$ cat config.mk
export PLATFORM = sky130hd
export DESIGN_NAME = sisc_ctrl_mc
export DESIGN_NICKNAME = d
export VERILOG_FILES = /design/src/rtl/sisc_ctrl_mc.sv
export SDC_FILE = /design/constraint.sdc
export NUM_CORES = 1
export LEC_CHECK = 0
export CAP_MARGIN = 30
export CORE_MARGIN = 10
export CORE_UTILIZATION = 33
export CTS_BUF_LIST = sky130_fd_sc_hd__clkbuf_2 sky130_fd_sc_hd__clkbuf_4 sky130_fd_sc_hd__clkbuf_8
export DETAILED_ROUTE_END_ITERATION = 10
export DONT_BUFFER_PORTS = 1
export MAX_ROUTING_LAYER = met4
export PLACE_DENSITY_LB_ADDON = 0.15
export SETUP_SLACK_MARGIN = 0.1
export SYNTH_ARGS = -nofsm -noshare
export SYNTH_HDL_FRONTEND = slang
export SYNTH_SLANG_ARGS = --single-unit
$ cat constraint.sdc
create_clock -name clk -period 1.4 [get_ports clk]
set_clock_uncertainty 0.15 [all_clocks]
set_input_delay 0.21 -clock clk [delete_from_list [all_inputs] [get_ports clk]]
set_output_delay 0.21 -clock clk [all_outputs]
set_load 0.005 [all_outputs]
$ cat src/rtl/sisc_ctrl_mc.sv
// sisc_ctrl_mc -- multi-cycle SISC control FSM with memory wait states.
//
// Sequences one instruction at a time through START/FETCH/DECODE/EXECUTE/
// MEM/WRITEBACK/WB2/HALT. Instruction fetch and data accesses stall until
// mem_rdy; an optional timeout parks the FSM in HALT with a sticky err flag.
// NOOP, branches and undefined opcodes return to FETCH straight from DECODE.
//
// Ports:
//   clk, rst          clock, synchronous active-high reset
//   opcode, mm, stat  instruction fields and status register
//   mem_rdy           memory completes current fetch/data access
//   im_req, dm_req, dm_we           memory handshakes
//   rf_we, alu_op, wb_sel, br_sel, rb_sel, mm_sel, swp_sel,
//   ir_load, pc_sel, pc_write, pc_rst  datapath controls
//   halted, err, state                 status/debug
module sisc_ctrl_mc #(
  parameter int                STAT_W      = 4,
  parameter logic [STAT_W-1:0] IMM_MM      = 4'b1000,
  parameter int                MEM_TIMEOUT = 0,
  parameter int                TO_W        = 8
) (
  input  logic              clk,
  input  logic              rst,
  input  logic [3:0]        opcode,
  input  logic [STAT_W-1:0] mm,
  input  logic [STAT_W-1:0] stat,
  input  logic              mem_rdy,
  output logic              im_req,
  output logic              dm_req,
  output logic              dm_we,
  output logic              rf_we,
  output logic [1:0]        alu_op,
  output logic              wb_sel,
  output logic              br_sel,
  output logic              rb_sel,
  output logic              mm_sel,
  output logic              swp_sel,
  output logic              ir_load,
  output logic              pc_sel,
  output logic              pc_write,
  output logic              pc_rst,
  output logic              halted,
  output logic              err,
  output logic [2:0]        state
);

  typedef enum logic [2:0] {
    S_START = 3'd0, S_FETCH = 3'd1, S_DECODE = 3'd2, S_EXECUTE = 3'd3,
    S_MEM   = 3'd4, S_WB    = 3'd5, S_WB2    = 3'd6, S_HALT    = 3'd7
  } state_t;

  localparam logic [3:0] OP_NOOP = 4'd0;
  localparam logic [3:0] OP_LOD  = 4'd1;
  localparam logic [3:0] OP_STR  = 4'd2;
  localparam logic [3:0] OP_SWP  = 4'd3;
  localparam logic [3:0] OP_BRA  = 4'd4;
  localparam logic [3:0] OP_BRR  = 4'd5;
  localparam logic [3:0] OP_BNE  = 4'd6;
  localparam logic [3:0] OP_BNR  = 4'd7;
  localparam logic [3:0] OP_ALU  = 4'd8;
  localparam logic [3:0] OP_HLT  = 4'd15;

  localparam logic [TO_W-1:0] TO_LIM = TO_W'(MEM_TIMEOUT);
  localparam bit              TO_EN  = (MEM_TIMEOUT != 0);

  state_t          state_q, state_d;
  logic            err_q, err_d;
  logic [TO_W-1:0] to_cnt_q, to_cnt_d;

  logic is_imm, mm_zero, hit, taken, waiting, timeout_hit;

  always_ff @(posedge clk) begin
    if (rst) begin
      state_q  <= S_START;
      err_q    <= 1'b0;
      to_cnt_q <= '0;
    end else begin
      state_q  <= state_d;
      err_q    <= err_d;
      to_cnt_q <= to_cnt_d;
    end
  end

  always_comb begin
    im_req   = 1'b0;
    dm_req   = 1'b0;
    dm_we    = 1'b0;
    rf_we    = 1'b0;
    alu_op   = 2'b10;
    wb_sel   = 1'b0;
    br_sel   = 1'b0;
    rb_sel   = 1'b0;
    mm_sel   = 1'b0;
    swp_sel  = 1'b0;
    ir_load  = 1'b0;
    pc_sel   = 1'b0;
    pc_write = 1'b0;
    pc_rst   = 1'b0;
    halted   = 1'b0;
    state_d  = state_q;
    err_d    = err_q;
    taken    = 1'b0;

    is_imm      = (mm == IMM_MM);
    mm_zero     = (mm == '0);
    hit         = |(mm & stat);
    waiting     = ((state_q == S_FETCH) || (state_q == S_MEM)) && !mem_rdy;
    timeout_hit = TO_EN && waiting && (to_cnt_q == TO_LIM);

    unique case (state_q)
      S_START: begin
        pc_rst  = 1'b1;
        state_d = S_FETCH;
      end
      S_FETCH: begin
        im_req = 1'b1;
        if (mem_rdy) begin
          ir_load  = 1'b1;
          pc_write = 1'b1;
          state_d  = S_DECODE;
        end else if (timeout_hit) begin
          err_d   = 1'b1;
          state_d = S_HALT;
        end
      end
      S_DECODE: begin
        rb_sel = (opcode == OP_LOD) || ((opcode == OP_ALU) && is_imm);
        case (opcode)
          OP_BRA, OP_BRR: taken = hit;
          OP_BNE, OP_BNR: taken = !hit;
          default:        taken = 1'b0;
        endcase
        br_sel   = (opcode == OP_BRA) || (opcode == OP_BNE);
        pc_sel   = taken;
        pc_write = taken;
        case (opcode)
          OP_LOD, OP_STR, OP_SWP, OP_ALU: state_d = S_EXECUTE;
          OP_HLT:                         state_d = S_HALT;
          default:                        state_d = S_FETCH;
        endcase
      end
      S_EXECUTE: begin
        case (opcode)
          OP_ALU: begin
            alu_op  = is_imm ? 2'b01 : 2'b00;
            state_d = S_WB;
          end
          OP_SWP: state_d = S_WB;
          OP_LOD, OP_STR: begin
            alu_op  = mm_zero ? 2'b11 : 2'b10;
            mm_sel  = mm_zero;
            state_d = S_MEM;
          end
          default: state_d = S_FETCH;
        endcase
      end
      S_MEM: begin
        // Address path controls repeat EXECUTE so the address holds during wait.
        alu_op = mm_zero ? 2'b11 : 2'b10;
        mm_sel = mm_zero;
        dm_req = 1'b1;
        dm_we  = (opcode == OP_STR);
        wb_sel = (opcode == OP_LOD);
        if (mem_rdy) begin
          state_d = (opcode == OP_LOD) ? S_WB : S_FETCH;
        end else if (timeout_hit) begin
          err_d   = 1'b1;
          state_d = S_HALT;
        end
      end
      S_WB: begin
        case (opcode)
          OP_ALU: rf_we = 1'b1;
          OP_LOD: begin
            rf_we  = 1'b1;
            wb_sel = 1'b1;
          end
          OP_SWP: begin
            rf_we  = 1'b1;
            rb_sel = 1'b1;
          end
          default: ;
        endcase
        state_d = (opcode == OP_SWP) ? S_WB2 : S_FETCH;
      end
      S_WB2: begin
        rf_we   = 1'b1;
        swp_sel = 1'b1;
        state_d = S_FETCH;
      end
      S_HALT: begin
        alu_op = 2'b00;
        halted = 1'b1;
      end
      default: state_d = S_START;
    endcase

    // Wait counter restarts whenever the FSM moves on.
    if (state_d != state_q)     to_cnt_d = '0;
    else if (TO_EN && waiting)  to_cnt_d = to_cnt_q + 1'b1;
    else                        to_cnt_d = to_cnt_q;
  end

  assign err   = err_q;
  assign state = state_q;

endmodule

==> flow_metrics.py <==
metrics = {
    "yosys": {
        "synth_edf_count": 0,
        "ys_seq_elements": 3,
        "synth_top_area_share_pct": 10.57,
        "yosysTopAreaCell": "dfxtp_1",
        "synth-seq-area-share_pct": 10.57,
        "ys_async_sr_fraction_pct": 0,
        "syn_nets": 87,
        "yosys-top-cells-area": "dfxtp_1 11%, nor3b_2 6.6%, nor4b_4 4.2%",
        "synth_common_cells": "5 x nor2_1, 4 x nor3_1",
        "yosysMostFrequentCell": "nor2_1",
        "syn_area_per_cell_um2": 7.890,
        "synth_cell_types": 42,
        "yosys_most_used_dff": "dfxtp_1",
        "syn_area_um2": 568.0,
        "yosys_warnings": 0,
        "synthCells": 72,
    },
    "clocking": {
        "cts_buffer_depth": 2,
        "cts_tree": "built",
        "cts_buffers": 3,
        "cts.clk_slew.worst_paths_ns": 0.04,
        "clkSinkCount": 3,
        "clock-root-buffer": "clkbuf_4",
        "worstSkewPairLatency_ns": 0.24,
        "htree_levels": 1,
    },
    "worst_setup_path": {
        "end_kind": "output port",
        "crit_fanout": 8,
        "start_kind": "flip-flop",
        "path_class": "flip-flop to output port",
        "worstPathRequired_ns": 1.04,
        "arrival_ns": 1.25,
    },
    "layout": {
        "ff_latch_area_um2": 71.32,
        "largest_register_ffs": 3,
        "finish.utilization_pct": 55.86,
        "nFillCells": 143,
        "area_growth_pct": 53.30,
        "layout-drive-gt1-share_pct": 61.11,
        "multi_input_area_um2": 563.0,
        "fin_nets": 106,
        "fin_cells": 106,
        "antennaDiodeCount": 0,
    },
    "worst_hold_path": {
        "hp-class": "input port to flip-flop",
    },
    "power": {
        "ir_worst_vdd_mv": 0.5580,
        "p_comb_share_pct": 40.0,
        "p_sw_mw": 0.1399,
        "pwr-share-seq_pct": 21.9,
        "power_mw": 0.4565,
        "sw_frac_of_total_pct": 30.65,
        "internal_power_mw": 0.3166,
        "power-per-cell-area_nw_per_um2": 524.3,
        "p_leak_nw": 0.3396,
        "pwr-share-clk_pct": 38.0,
    },
    "floorplanning": {
        "die_width_um": 61.49,
        "ios": 35,
        "die_area_um2": 3781,
        "initial_core_util_pct": 36.44,
        "die_y_um": 61.49,
        "coreArea_um2": 1559,
        "rows": 14,
    },
    "placed_design": {
        "dp_cells": 94,
        "dp_hpwl_um": 1504,
        "gp_congestion": 0.7367,
        "io_buffers": 0,
    },
    "global_routing": {
        "grt_max_degree": 14,
        "antenna_found_initial": 0,
        "grt_overflow": 0,
        "grt_pass1_vias": 620,
        "grt_first_pass_wirelength_um": 3160,
        "grt_usage_pct": 11.30,
    },
    "routing": {
        "viasPerCell": 6.066,
        "num_vias": 643,
        "drtIter0Drc": 15,
        "wl_um": 1968,
        "drt_drc_violations_left": 0,
        "routedWlPerCell_um": 18.57,
        "drtAntennaViolNets": 0,
        "first_pass_iters": 4,
    },
    "timing": {
        "post-route-period-util_pct": 114.8,
        "finalCriticalPeriod_ns": 1.608,
        "setup_violations": 12,
        "rsz0062_at_grt": "yes",
        "slew_viol_final": 0,
        "finalSetupTns_ns": -1.607,
        "fmax_mhz": 622.1,
        "setup_slack_ns": -0.2076,
        "final_hold_viol_count": 0,
    },
    "flow_run": {
        "maxCapViolations": 0,
    },
    "outcome": {
        "violations": "setup timing",
        "outcome": "finished, violations left",
    },
}
-- cells by family after synthesis --
logic type	Yosys count	share of synthesized area (%)
compound gates	22	29.74
xor+xnor	2	3.084
flops	3	10.57
mux	1	1.762
other cells	1	0.6602
buf+inv	9	9.249
simple gates	34	44.93
-- placed cells by master, fill, tap and decap left out, types with 3 or more instances in the layout --
| master | count |
|---|---|
| buf_4 | 13 |
| buf_6 | 6 |
| clkbuf_4 | 4 |
| nand4_1 | 3 |
| nor2_1 | 3 |
| dfxtp_4 | 3 |
-- final timing paths --
kind             start  endpoint  slack, ns  cells after the start
max reg2reg   state[0]  state[1]      -0.06                      5
min reg2reg   state[0]  state[2]       0.57                      3
min          opcode[1]  state[0]        0.1                      2
max           state[0]     dm_we      -0.21                      3
-- power groups by stage --
| stage | clock [mW] | combinational (mW) | sequential, mW |
|---|---|---|---|
| floorplan | 0 | 0.103 | 0.101 |
| global placement | 0 | 0.124 | 0.105 |
| detailed placement | 0 | 0.125 | 0.105 |
| CTS | 0.173 | 0.172 | 0.101 |
| global route | 0.190 | 0.199 | 0.102 |
| finish | 0.174 | 0.183 | 0.100 |
-- stage by stage --
step | setup WS [ns] | hold slack [ns] | cell area (um2)
floorplan | 0.07493 | 0.1247 | 588.1
global placement | -0.003680 | 0.1275 | 648.1
detailed placement | -0.02916 | 0.1299 | 648.1
CTS | -0.2036 | 0.09270 | 819.5
global route | -0.2626 | 0.1009 | 870.8
finish | -0.2076 | 0.09635 | 870.8
-- area by class of cell --
cell class	instances	share of cell area [%]
multi-input combinational	60	64.66
timing repair buffer	20	20.11
sequential	3	8.190
clock buffer	4	3.448
tap	16	2.299
inverter	3	1.293
-- worst max-delay path, stage by stage (launching register included) --
cell     delay [ns]
dfxtp_4        0.36
buf_4          0.14
nor3b_4        0.24
and4b_2        0.28
-- timing repair --
item | CTS | global route
buffers inserted | 4 | 5
hold buffers | 1 | 0
resized for setup | 26 | 8
pin swaps | 9 | 3
setup endpoints to repair | 18 | 19
hold endpoints to repair | 3 | 0
-- routing by layer --
layer / GRT usage [%] / vias up / share of wire [%]
met2: 17.72 / 17 / 52
met3: 3.704 / 2 / 5.3
li1: - / 314 / -
met1: 13.22 / 310 / 41
met5: - / - / 0
met4: 3.822 / 0 / 1.2
No activity file was read; power rests on OpenSTA's default activity.
